===== config.mk =====
export PLATFORM = sky130hd
export DESIGN_NAME = robot_motion_ctrl_flat
export DESIGN_NICKNAME = d
export VERILOG_FILES = /design/src/rtl/robot_motion_ctrl_if.sv /design/src/rtl/robot_motion_ctrl.sv /design/src/flat_wrapper.sv
export SDC_FILE = /design/constraint.sdc
export NUM_CORES = 1
export LEC_CHECK = 0
export ABC_AREA = 1
export BUFFER_PORTS_ARGS = -buffer_cell sky130_fd_sc_hd__clkbuf_2
export CAP_MARGIN = 30
export CORE_MARGIN = 2
export CORE_UTILIZATION = 58
export DETAILED_ROUTE_END_ITERATION = 10
export PLACE_DENSITY = 0.81
export SKIP_CTS_REPAIR_TIMING = 1
export SYNTH_ARGS = -nofsm -noshare
export SYNTH_HDL_FRONTEND = slang
export SYNTH_SLANG_ARGS = --single-unit

===== constraint.sdc =====
create_clock -name clk -period 1.9 [get_ports clk]
set_clock_uncertainty 0.1 [all_clocks]
set_input_delay 0.475 -clock clk [delete_from_list [all_inputs] [get_ports clk]]
set_output_delay 0.475 -clock clk [all_outputs]
set_load 0.01 [all_outputs]

===== src/rtl/robot_motion_ctrl_if.sv =====
// Sensor-to-actuator bundle for the pipe-cleaning robot sequencer.
// The slave side is the motion controller: it reads the debounced sensor levels
// and drives the actuator enables plus the fault and debug state code.
// The master side is whatever supplies the sensors and watches the actuators.
interface robot_motion_ctrl_if;
  logic       go;
  logic       head;
  logic       under;
  logic       barrier;
  logic       avanca;
  logic       gira;
  logic       remove;
  logic       fault;
  logic [2:0] state;

  modport master (
    output go, head, under, barrier,
    input  avanca, gira, remove, fault, state
  );

  modport slave (
    input  go, head, under, barrier,
    output avanca, gira, remove, fault, state
  );
endinterface


===== src/rtl/robot_motion_ctrl.sv =====
// Motion/cleaning sequencer for the pipe-cleaning robot.
// Drives forward, turn and brush enables from debounced sensor levels.
// Turn and clean actions run for a fixed number of cycles.
// An action that keeps failing escalates to a sticky fault that only reset clears.
// Actuator outputs are decoded from the state register alone, so the design has a
// one-cycle latency from sensor change to actuator change.
module robot_motion_ctrl #(
  parameter int CNT_W        = 8,
  parameter int TURN_CYCLES  = 4,
  parameter int CLEAN_CYCLES = 8,
  parameter int MAX_TURNS    = 3,
  parameter int MAX_CLEANS   = 3
) (
  input  logic                 clk,
  input  logic                 reset,
  robot_motion_ctrl_if.slave   bus
);

  typedef enum logic [2:0] {
    ST_STOP  = 3'd0,
    ST_FWD   = 3'd1,
    ST_TURN  = 3'd2,
    ST_CLEAN = 3'd3,
    ST_FAULT = 3'd4
  } state_t;

  localparam logic [CNT_W-1:0] TURN_LOAD   = CNT_W'(TURN_CYCLES - 1);
  localparam logic [CNT_W-1:0] CLEAN_LOAD  = CNT_W'(CLEAN_CYCLES - 1);
  localparam logic [CNT_W-1:0] TIMER_ZERO  = '0;
  localparam logic [CNT_W-1:0] TIMER_ONE   = CNT_W'(1);
  localparam logic [2:0]       TURN_LIMIT  = 3'(MAX_TURNS);
  localparam logic [2:0]       CLEAN_LIMIT = 3'(MAX_CLEANS);

  state_t           r_state;
  logic [CNT_W-1:0] r_timer;
  logic [2:0]       r_turnCnt;
  logic [2:0]       r_cleanCnt;

  state_t           w_state;
  logic [CNT_W-1:0] w_timer;
  logic [2:0]       w_turnCnt;
  logic [2:0]       w_cleanCnt;

  // State, timer and retry counters register; reset dominates everything.
  always_ff @(posedge clk) begin
    if (!reset) begin
      r_state    <= ST_STOP;
      r_timer    <= '0;
      r_turnCnt  <= '0;
      r_cleanCnt <= '0;
    end else begin
      r_state    <= w_state;
      r_timer    <= w_timer;
      r_turnCnt  <= w_turnCnt;
      r_cleanCnt <= w_cleanCnt;
    end
  end

  // Next-state logic: floor loss beats operator stop, which beats normal sequencing.
  always_comb begin
    w_state    = r_state;
    w_timer    = r_timer;
    w_turnCnt  = r_turnCnt;
    w_cleanCnt = r_cleanCnt;

    if (r_state == ST_FAULT) begin
      w_state = ST_FAULT;
    end else if (!bus.under) begin
      w_state = ST_FAULT;
    end else if (!bus.go) begin
      w_state    = ST_STOP;
      w_timer    = '0;
      w_turnCnt  = '0;
      w_cleanCnt = '0;
    end else begin
      case (r_state)
        ST_STOP: begin
          w_state    = ST_FWD;
          w_timer    = '0;
          w_turnCnt  = '0;
          w_cleanCnt = '0;
        end
        ST_FWD: begin
          if (bus.barrier) begin
            w_state    = ST_CLEAN;
            w_timer    = CLEAN_LOAD;
            w_cleanCnt = 3'd1;
          end else if (bus.head) begin
            w_state   = ST_TURN;
            w_timer   = TURN_LOAD;
            w_turnCnt = 3'd1;
          end else begin
            w_turnCnt  = '0;
            w_cleanCnt = '0;
          end
        end
        ST_TURN: begin
          if (r_timer != TIMER_ZERO) begin
            w_timer = r_timer - TIMER_ONE;
          end else if (!bus.head) begin
            w_state   = ST_FWD;
            w_turnCnt = '0;
          end else if (r_turnCnt < TURN_LIMIT) begin
            w_timer   = TURN_LOAD;
            w_turnCnt = (r_turnCnt == 3'd7) ? 3'd7 : r_turnCnt + 3'd1;
          end else begin
            w_state = ST_FAULT;
          end
        end
        ST_CLEAN: begin
          if (r_timer != TIMER_ZERO) begin
            w_timer = r_timer - TIMER_ONE;
          end else if (!bus.barrier) begin
            w_state    = ST_FWD;
            w_cleanCnt = '0;
          end else if (r_cleanCnt < CLEAN_LIMIT) begin
            w_timer    = CLEAN_LOAD;
            w_cleanCnt = (r_cleanCnt == 3'd7) ? 3'd7 : r_cleanCnt + 3'd1;
          end else begin
            w_state = ST_FAULT;
          end
        end
        default: begin
          w_state = ST_STOP;
          w_timer = '0;
        end
      endcase
    end
  end

  assign bus.avanca = (r_state == ST_FWD);
  assign bus.gira   = (r_state == ST_TURN);
  assign bus.remove = (r_state == ST_CLEAN);
  assign bus.fault  = (r_state == ST_FAULT);
  assign bus.state  = r_state;

endmodule


===== src/flat_wrapper.sv =====
// flat-port wrapper written by rule: the top's interface ports become plain ports
module robot_motion_ctrl_flat 
#(
  parameter int CNT_W        = 8,
  parameter int TURN_CYCLES  = 4,
  parameter int CLEAN_CYCLES = 8,
  parameter int MAX_TURNS    = 3,
  parameter int MAX_CLEANS   = 3
)
  (clk, reset, bus_go, bus_head, bus_under, bus_barrier, bus_avanca, bus_gira, bus_remove, bus_fault, bus_state);
  robot_motion_ctrl_if bus_i ();
  input  logic clk;
  input  logic reset;
  input wire logic [$bits(bus_i.go)-1:0] bus_go;
  input wire logic [$bits(bus_i.head)-1:0] bus_head;
  input wire logic [$bits(bus_i.under)-1:0] bus_under;
  input wire logic [$bits(bus_i.barrier)-1:0] bus_barrier;
  output wire logic [$bits(bus_i.avanca)-1:0] bus_avanca;
  output wire logic [$bits(bus_i.gira)-1:0] bus_gira;
  output wire logic [$bits(bus_i.remove)-1:0] bus_remove;
  output wire logic [$bits(bus_i.fault)-1:0] bus_fault;
  output wire logic [$bits(bus_i.state)-1:0] bus_state;
  assign bus_i.go = bus_go;
  assign bus_i.head = bus_head;
  assign bus_i.under = bus_under;
  assign bus_i.barrier = bus_barrier;
  assign bus_avanca = bus_i.avanca;
  assign bus_gira = bus_i.gira;
  assign bus_remove = bus_i.remove;
  assign bus_fault = bus_i.fault;
  assign bus_state = bus_i.state;
  robot_motion_ctrl #(.CNT_W(CNT_W), .TURN_CYCLES(TURN_CYCLES), .CLEAN_CYCLES(CLEAN_CYCLES), .MAX_TURNS(MAX_TURNS), .MAX_CLEANS(MAX_CLEANS)) u_core (.clk(clk), .reset(reset), .bus(bus_i));
endmodule

-- Word-level counts from Yosys, hierarchy flattened
Cells that the tools add are included.
W data, S select, Z words.
- order comparisons: 2
- multiplexer cells: 38
- add/sub/neg operators: 3
- reduce and logical (&&, ||, !) cells: 8
- equality and inequality tests: 29
- bitwise logic cells: 4
- operator list (operator ; number):
    $mux W3 ; 24
    $mux W8 ; 9
    $pmux W8 S3 ; 1
    $ne A3 B3 Y1 const B ; 6
    $pmux W3 S3 ; 2
    $ne A4 B3 Y1 const B ; 4
    $ne A6 B6 Y1 const B ; 2
    $pmux W3 S4 ; 1
    $reduce_and A6 Y1 ; 2
    $ne A5 B5 Y1 const B ; 2
    $reduce_and A5 Y1 ; 2
    $eq A3 B3 Y1 const B ; 3
    $ne A4 B1 Y1 const B ; 2
    $ne A4 B2 Y1 const B ; 2
    $ne A4 B4 Y1 const B ; 2
    $reduce_bool A8 Y1 ; 1
    $sub A8 B1 Y8 const B ; 1
    $reduce_and A7 Y1 ; 1
    $add A3 B1 Y3 const B ; 2
    $eq A3 B2 Y1 const B ; 2
    $lt A3 B2 Y1 const B ; 2
    $ne A6 B5 Y1 const B ; 1
    $ne A2 B2 Y1 const B ; 2
    $not A1 Y1 ; 4
    4 further kinds ; 4
- input bits: 6
- flip-flop bits (word level): 17

-- Depth between registers and ports, before layout
Gate-level depths: netlist of the first run.
- depth after elaboration: 8
- gate-level depth with buffers: 11
- mapped depth without buffers: 11

-- Worst setup path before layout of the first run
No wires, ideal clock.
- path kind: input to register
- from: in bus_go
- to: reg u_core.r_timer[2]
- arrival time: 1.371 ns
- slack: 0.312 ns
- stages on the path: 9
- buffers on the path: 1
- path through: buf_4 > inv_1 > nor2_1 > nand3_1 > nand2_1 > a21oi_2 > nor2_1 > nor2_1 > nor2_1
- longest elaborated chain between the ends: 2
- elaborated cells on any way between the ends: 7
- classes of those cells: eq/ne (5); mux (1); reduce/logical (1)
- ends and longest elaborated chain (element ; line ; RTL):
    from (decl) ; flat_wrapper.sv:14 ; input wire logic [$bits(bus_i.go)-1:0] bus_go;
    $ne A4 B2 Y1 (no source line), or another cell as far along ; - ;
    $reduce_and A7 Y1 (no source line) ; - ;
    to (signal assigned) ; robot_motion_ctrl.sv:53 ; r_timer <= w_timer;
    to (decl) ; robot_motion_ctrl.sv:35 ; logic [CNT_W-1:0] r_timer;
Several ways; a longest one is shown, not always the timed one.
A chain may end at the register's enable or synchronous reset.

-- Worst setup path after layout of the first run
- from: reg u_core.r_state[1] (netlist: u_core.bus.state[1])
- to: out bus_remove
- longest elaborated chain between the ends: 1
- ends and longest elaborated chain (element ; line ; RTL):
    from (decl) ; robot_motion_ctrl.sv:34 ; state_t r_state;
    from (signal assigned) ; robot_motion_ctrl.sv:52 ; r_state <= w_state;
    $eq A3 B2 Y1 ; robot_motion_ctrl.sv:133 ; assign bus.remove = (r_state == ST_CLEAN);
    to (decl) ; flat_wrapper.sv:20 ; output wire logic [$bits(bus_i.remove)-1:0] bus_remove;
Every way passes these cells.

==> reports/results.txt, run 1 <==
Layout cells sized above 1 -> 17.2%
Antenna Cells -> 0
Row cnt -> 17
P_sw -> 0.271 mW
H-Tree Depth -> 1
Avg Cell Area, Syn -> 5.80 sq um
Synth warnings -> 0
Synth async-reset ratio -> 0%
Critical path type -> reg2out
Post-Synthesis Cells -> 227
Cell area power density -> 534 mW/mm^2
DR WL/cell -> 12.3 um
FF-to-FF setup slack -> 0.15 ns
Mapped Area -> 0.00132 sq mm
Final Hold Viols -> 0
Initial core utilization -> 60.7%
Final period util -> 98.9%
Routability Congestion -> 1.00
Leak -> 0.696 nW
Pre-antenna DRT Iters -> 4
Number of flops mapped to enable cells by yosys -> 0
I/O pin cnt -> 13
Largest net degree at the start of global routing -> 11
Slew HR -> 77.1%
VDD IR max -> 0.000505 V
CP Capture Type -> primary output
Max incr delay on CP -> 0.46 ns
Critical Path RT -> 1.32 ns
Worst Path Arrival -> 1.30 ns
Sink Count -> 17
Die Ht -> 51.7 um
Vias in the first global route -> 1287
Internal -> 0.515 mW
Post-layout min period -> 1.88 ns
Register area share after synthesis -> 25.8%
CP Launch Type -> register
Final HPWL DP -> 2580 um
Ys flop type -> dfxtp_1
Yosys cell types -> 24
Via count -> 1475
CP delay by family, top -> flip-flops
Layout Nets -> 254
Worst-path cell chain -> nand2_1 > nor2_2 > clkbuf_2
Clk buf depth -> 2
Total track usage -> 27.8%
RSZ-0062 raised after global routing -> true
Routed Antenna Nets -> 0
CP bufs+invs -> 1
Status -> finished, final reports clean
Port buffer count -> 12
Root Driver -> clkbuf_4
Worst Max-Slew Pin Slew -> 0.340 ns
Iter 0 DRT Violations -> 58
CORE AREA -> 0.00217 sq mm
Initial antenna violation count -> 0
# fillers -> 230
Final design utilization -> 67.9%
CTS tree -> built
Switch share -> 34.5%
Die ar. -> 0.00267 sq mm
Worst Hold Class -> in2reg
FF+latch count, synth -> 17
Global-route wire length before repair -> 5610 um
# DRC -> 0
Clock power frac -> 26.4%
Share of power burned in registers -> 49.4%
Area Overhead vs Synth -> 11.8%
Net Count, Synth -> 236
Max-Cap Viols -> 0
CP max FO -> 6
CP max-delay cell -> dfxtp_1
GR Overflow Total -> 0
Post-Route WL -> 3330 um
Clk slew on worst S/H paths -> 0.11 ns
Fmax -> 0.532 GHz
Die Width -> 51.7 um
Slew Limit Fails -> 0
Clk Latency, worst-skew pair -> 0.30 ns
Gate power share -> 24.2%
Via density -> 5.42
Final setup fails -> 0
Cts bufs inserted -> 3
TNS Setup -> 0 ns
[synth_stat cells, types with 3 or more instances]
| cell | count | share of area (%) |
|---|---|---|
| nand3_1 | 21 | 8.0 |
| nor2_1 | 42 | 12 |
| ha_1 | 3 | 2.8 |
| inv_1 | 24 | 6.8 |
| xor2_1 | 3 | 2.0 |
| nor2_2 | 7 | 3.3 |
| dfxtp_1 | 17 | 26 |
| nor3_1 | 6 | 2.3 |
| inv_2 | 4 | 1.1 |
| o21bai_1 | 3 | 1.7 |
| nand2_1 | 59 | 17 |
| a21oi_1 | 11 | 4.2 |
| o21ai_0 | 8 | 3.0 |
| nand4_1 | 5 | 2.4 |
[registers in the layout, summed over array words and instances, names as in the netlist]
register           flops
u_core.bus.state       3
u_core.r_timer         8
u_core.r_turnCnt       3
u_core.r_cleanCnt      3
[worst register-to-register path, delay by kind of cell (launching register included)]
| kind | cells | cell delay (ns) |
|---|---|---|
| buffers and inverters | 2 | 0.14 |
| flip-flops | 1 | 0.39 |
| adder cells (fa/ha/maj) | 1 | 0.25 |
| AO/OA/AOI/OAI | 1 | 0.13 |
| AND/OR/NAND/NOR | 7 | 0.69 |
[stage by stage]
stage | cell area, sq um | std cells | setup WS [ns] | hold slack, ns | total power [mW]
2_1_floorplan | 1320 | 227 | 0.312 | 0.349 | 0.531
4_1_cts | 1450 | 272 | -0.00350 | 0.391 | 0.779
5_1_grt | 1470 | 272 | -0.0409 | 0.381 | 0.825
3_5_place_dp | 1420 | 268 | 0.0641 | 0.376 | 0.581
3_3_place_gp | 1420 | 268 | 0.0525 | 0.364 | 0.579
6_report | 1470 | 272 | 0.0209 | 0.377 | 0.786
[power groups by stage]
| stage | Clock, mW | Sequential (mW) | Combinational [mW] |
|---|---|---|---|
| 6_report | 0.207 | 0.389 | 0.190 |
| 5_1_grt | 0.220 | 0.391 | 0.215 |
| 4_1_cts | 0.205 | 0.388 | 0.187 |
| 3_5_place_dp | 0 | 0.396 | 0.185 |
| 3_3_place_gp | 0 | 0.396 | 0.184 |
| 2_1_floorplan | 0 | 0.393 | 0.139 |
[cell type report]
type / instances / area (sq um) / share of cell area [%]
multi-input combinational: 178 / 870 / 59.0
clock inverter: 1 / 5.00 / 0.340
sequential: 17 / 342 / 23.2
tap: 28 / 35.0 / 2.38
inverter: 29 / 109 / 7.39
timing repair buffer: 16 / 90.1 / 6.12
clock buffer: 3 / 22.5 / 1.53
[placed cells by master (no fill, tap or decap), drive strengths merged]
cell type and n:
a21oi 12, a31oi 2, buf 4, clkbuf 15, clkinv 2, dfxtp 17
ha 3, inv 28, nand2 63, nand3 22, nand4 5, nor2 49
nor3 6, o21ai 8, o21bai 3, o22ai 1, or2 1, xor2 3
[kinds of logic (layout without fill, tap and decap cells)]
logic type | after synthesis | in the layout | share of synthesized area [%]
AOI/OAI and AO/OA | 26 | 26 | 11.0
buffers and inverters | 32 | 49 | 9.69
xor gates and xnor gates | 3 | 3 | 1.99
DFF | 17 | 17 | 25.8
adders and majority gates | 3 | 3 | 2.85
and+or+nand+nor | 146 | 146 | 48.6
[path summary, 6_finish.rpt]
kind / endpoint / cells after the start / from
setup / recovery: bus_remove / 3 / u_core.bus.state[1]$_SDFFE_PP0P_
hold / removal: u_core.r_turnCnt[1]$_SDFFE_PN0P_ / 3 / reset
setup reg to reg: u_core.r_timer[7]$_SDFFE_PN0P_ / 11 / u_core.r_timer[0]$_SDFFE_PN0P_
hold reg to reg: u_core.r_timer[6]$_SDFFE_PN0P_ / 2 / u_core.r_timer[6]$_SDFFE_PN0P_
[per-layer routing]
metal	vias up	GRT usage (%)	part of all wire, %
met5	-	0	0
met4	0	11.0	1.8
met3	9	3.45	5.4
met2	48	41.9	43
met1	658	40.1	50
li1	760	-	-
Power figures use the tool's default switching activity.
==> run 2: changes to the inputs <==
CORE_UTILIZATION = 62   (was 58)
PLACE_DENSITY = 0.86   (was 0.81)
clock period = 2.2 ns   (was 1.9 ns; I/O delays follow)
==> run 2 against run 1 <==
Effect of this change:
- cell area fell by 3.7%
- largest cell class unchanged
- routed wire length decreased by 3.7%
- global-route usage up 0.44 points
- die area down 6.0%
- register-to-register slack gained 0.23 ns
- sequential power fell by 14%
- first-iteration DRC count up 16%
- critical endpoint unchanged
- clock-buffer cell count rose by 1
- core utilization rose by 3.7 points
==> reports/results.txt, run 2 (synthesis gave the netlist of run 1 again) <==
Share of power burned in registers -> 50.1% (was 49.4%)
Clk slew on worst S/H paths -> 0.10 ns (was 0.11 ns)
Clock power frac -> 26.3% (was 26.4%)
Final standard cell count with taps included and fillers excluded -> 267 (was 272)
# fillers -> 171 (was 230)
Clk Latency, worst-skew pair -> 0.30 ns (about the same)
Setup WS post-layout -> 0.138 ns (was 0.0209 ns)
RSZ-0062 raised after global routing -> false (was true)
Internal -> 0.444 mW (was 0.515 mW)
Layout cells sized above 1 -> 13.3% (was 17.2%)
Final Cell Area -> 0.00142 sq mm (was 0.00147 sq mm)
FF-to-FF setup slack -> 0.38 ns (was 0.15 ns)
Area Overhead vs Synth -> 7.69% (was 11.8%)
Root Driver -> clkbuf_4 (unchanged)
Critical path type -> reg2out (unchanged)
Worst Max-Slew Pin Slew -> 0.370 ns (was 0.340 ns)
Max reg flops -> 8 (unchanged)
Post-Route WL -> 3210 um (was 3330 um)
Largest register by flop count -> u_core.r_timer (unchanged)
I/O pin cnt -> 13 (unchanged)
Met2 wire len -> 1370 um (was 1430 um)
Status -> finished, final reports clean (unchanged)
Initial antenna violation count -> 0 (unchanged)
Die ar. -> 0.00251 sq mm (was 0.00267 sq mm)
Global-route wire length before repair -> 5410 um (was 5610 um)
Placed insts -> 263 (was 268)
Routed Antenna Nets -> 0 (unchanged)
Sink Count -> 17 (unchanged)
Gate power share -> 23.6% (was 24.2%)
Area occupied by registers -> 340 sq um (was 342 sq um)
Leak -> 0.670 nW (was 0.696 nW)
Worst reg2reg path depth -> 9 (was 11)
Total track usage -> 28.2% (was 27.8%)
Hold path depth -> 2 (was 3)
Most frequent cells in the layout -> nand2_1, nor2_1, inv_1 (unchanged)
Wl on met1 -> 1470 um (was 1660 um)
Dpl cell area -> 0.00139 sq mm (was 0.00142 sq mm)
Hold slack -> 0.384 ns (was 0.377 ns)
Final HPWL DP -> 2500 um (was 2580 um)
Vias in the first global route -> 1251 (was 1287)
Via count -> 1446 (was 1475)
RR Endpoint -> u_core.r_timer[1]$_SDFFE_PN0P_ (was u_core.r_timer[7]$_SDFFE_PN0P_)
Switch share -> 33.7% (was 34.5%)
CP Launch Type -> register (unchanged)
Most common cell after layout, fill and taps aside -> nand2_1 (unchanged)
Top Layer Used -> met4 (unchanged)
Max-Cap Viols -> 0 (unchanged)
Final Hold Viols -> 0 (unchanged)
P_sw -> 0.225 mW (was 0.271 mW)
Hold Crit Start -> u_core.r_turnCnt[2]$_SDFFE_PN0P_ (was reset)
Die Width -> 50.1 um (was 51.7 um)
# DRC -> 0 (unchanged)
Antenna Cells -> 0 (unchanged)
Cell area power density -> 472 mW/mm^2 (was 534 mW/mm^2)
TNS Setup -> 0 ns (unchanged)
CORE AREA -> 0.00198 sq mm (was 0.00217 sq mm)
Fmax -> 0.485 GHz
Worst Hold Class -> reg2reg (was in2reg)
Slew HR -> 75.3% (was 77.1%)
R2R Path Start -> u_core.bus.state[0]$_SDFFE_PP0P_ (was u_core.r_timer[0]$_SDFFE_PN0P_)
Layout Nets -> 250 (was 254)
Cts bufs inserted -> 3 (unchanged)
GR Overflow Total -> 0 (unchanged)
Multi-input gate area -> 850 sq um (was 870 sq um)
Worst Path Arrival -> 1.41 ns (was 1.30 ns)
Initial core utilization -> 66.5% (was 60.7%)
Largest net degree at the start of global routing -> 11 (unchanged)
Routability Congestion -> 0.948 (was 1.00)
Critical Path RT -> 1.55 ns (was 1.32 ns)
Row cnt -> 16 (was 17)
Pre-antenna DRT Iters -> 5 (was 4)
CP Capture Type -> primary output (unchanged)
CP max FO -> 9 (was 6)
DR WL/cell -> 12.0 um (was 12.3 um)
Slew Limit Fails -> 0 (unchanged)
Via density -> 5.42 (about the same)
Die Ht -> 50.1 um (was 51.7 um)
H-Tree Depth -> 1 (unchanged)
Final period util -> 93.7%
CTS tree -> built (unchanged)
Final setup fails -> 0 (unchanged)
DP Worst Slack -> 0.225 ns (was 0.0641 ns)
VDD IR max -> 0.000405 V (was 0.000505 V)
Iter 0 DRT Violations -> 67 (was 58)
Post-layout min period -> 2.06 ns
Met3 wire len -> 314 um (was 179 um)
Clk buf depth -> 2 (unchanged)
Port buffer count -> 12 (unchanged)
WHS Endpoint -> u_core.r_turnCnt[2]$_SDFFE_PN0P_ (was u_core.r_turnCnt[1]$_SDFFE_PN0P_)
==> run 2: cell count changes in the layout (fill, tap and decap cells not counted), sizes merged <==
cell    previous run  this run
clkbuf            15        16
clkinv             2         1
buf                4         0
==> run 2: final cells by class <==
cell class / count / area share [%]
flip-flops and latches: 17 / 24.0
inverters: 29 / 7.67
clock buffers: 4 / 1.85
repair buffers: 12 / 4.23
well taps: 27 / 2.38
multi-input cells: 178 / 59.9
==> run 2: critical path: stages, from the launching register on <==
cell	delay, ns
dfxtp_1	0.56
nand2_1	0.11
nor2_2	0.25
clkbuf_2	0.19
==> run 2: power by group through the flow <==
| stage | clock [mW] | combinational, mW | sequential, mW |
|---|---|---|---|
| finish | 0.176 | 0.158 | 0.335 |
| global route | 0.190 | 0.177 | 0.337 |
| CTS | 0.180 | 0.156 | 0.335 |
| detailed placement | 0 | 0.155 | 0.342 |
| global placement | 0 | 0.152 | 0.342 |
| floorplan | 0 | 0.120 | 0.339 |
==> run 2: metrics by stage <==
| stage | utilization [%] | total power [mW] |
|---|---|---|
| detailed placement | 70.3 | 0.497 |
| finish | 71.6 | 0.669 |
| CTS | 71.6 | 0.671 |
| floorplan | - | 0.459 |
| global placement | 70.3 | 0.494 |
| global route | 71.6 | 0.704 |
==> run 2: metal layers <==
metal	global-route usage [%]	vias up
li1	-	752
met1	39.6	624
met2	44.5	64
met3	3.64	6
met4	8.80	0
met5	0	-
==> run 2: worst max path at each step <==
stage,endpoint,startpoint,cells after the start,slack (ns)
floorplan,u_core.r_timer[2]$_SDFFE_PN0P_,bus_go,9,0.54
global placement,u_core.r_timer[2]$_SDFFE_PN0P_,bus_go,9,0.25
detailed placement,u_core.r_timer[1]$_SDFFE_PN0P_,bus_go,9,0.22
CTS,bus_remove,u_core.bus.state[0]$_SDFFE_PP0P_,3,0.15
global route,bus_remove,u_core.bus.state[0]$_SDFFE_PP0P_,3,0.08
finish,bus_remove,u_core.bus.state[0]$_SDFFE_PP0P_,3,0.14
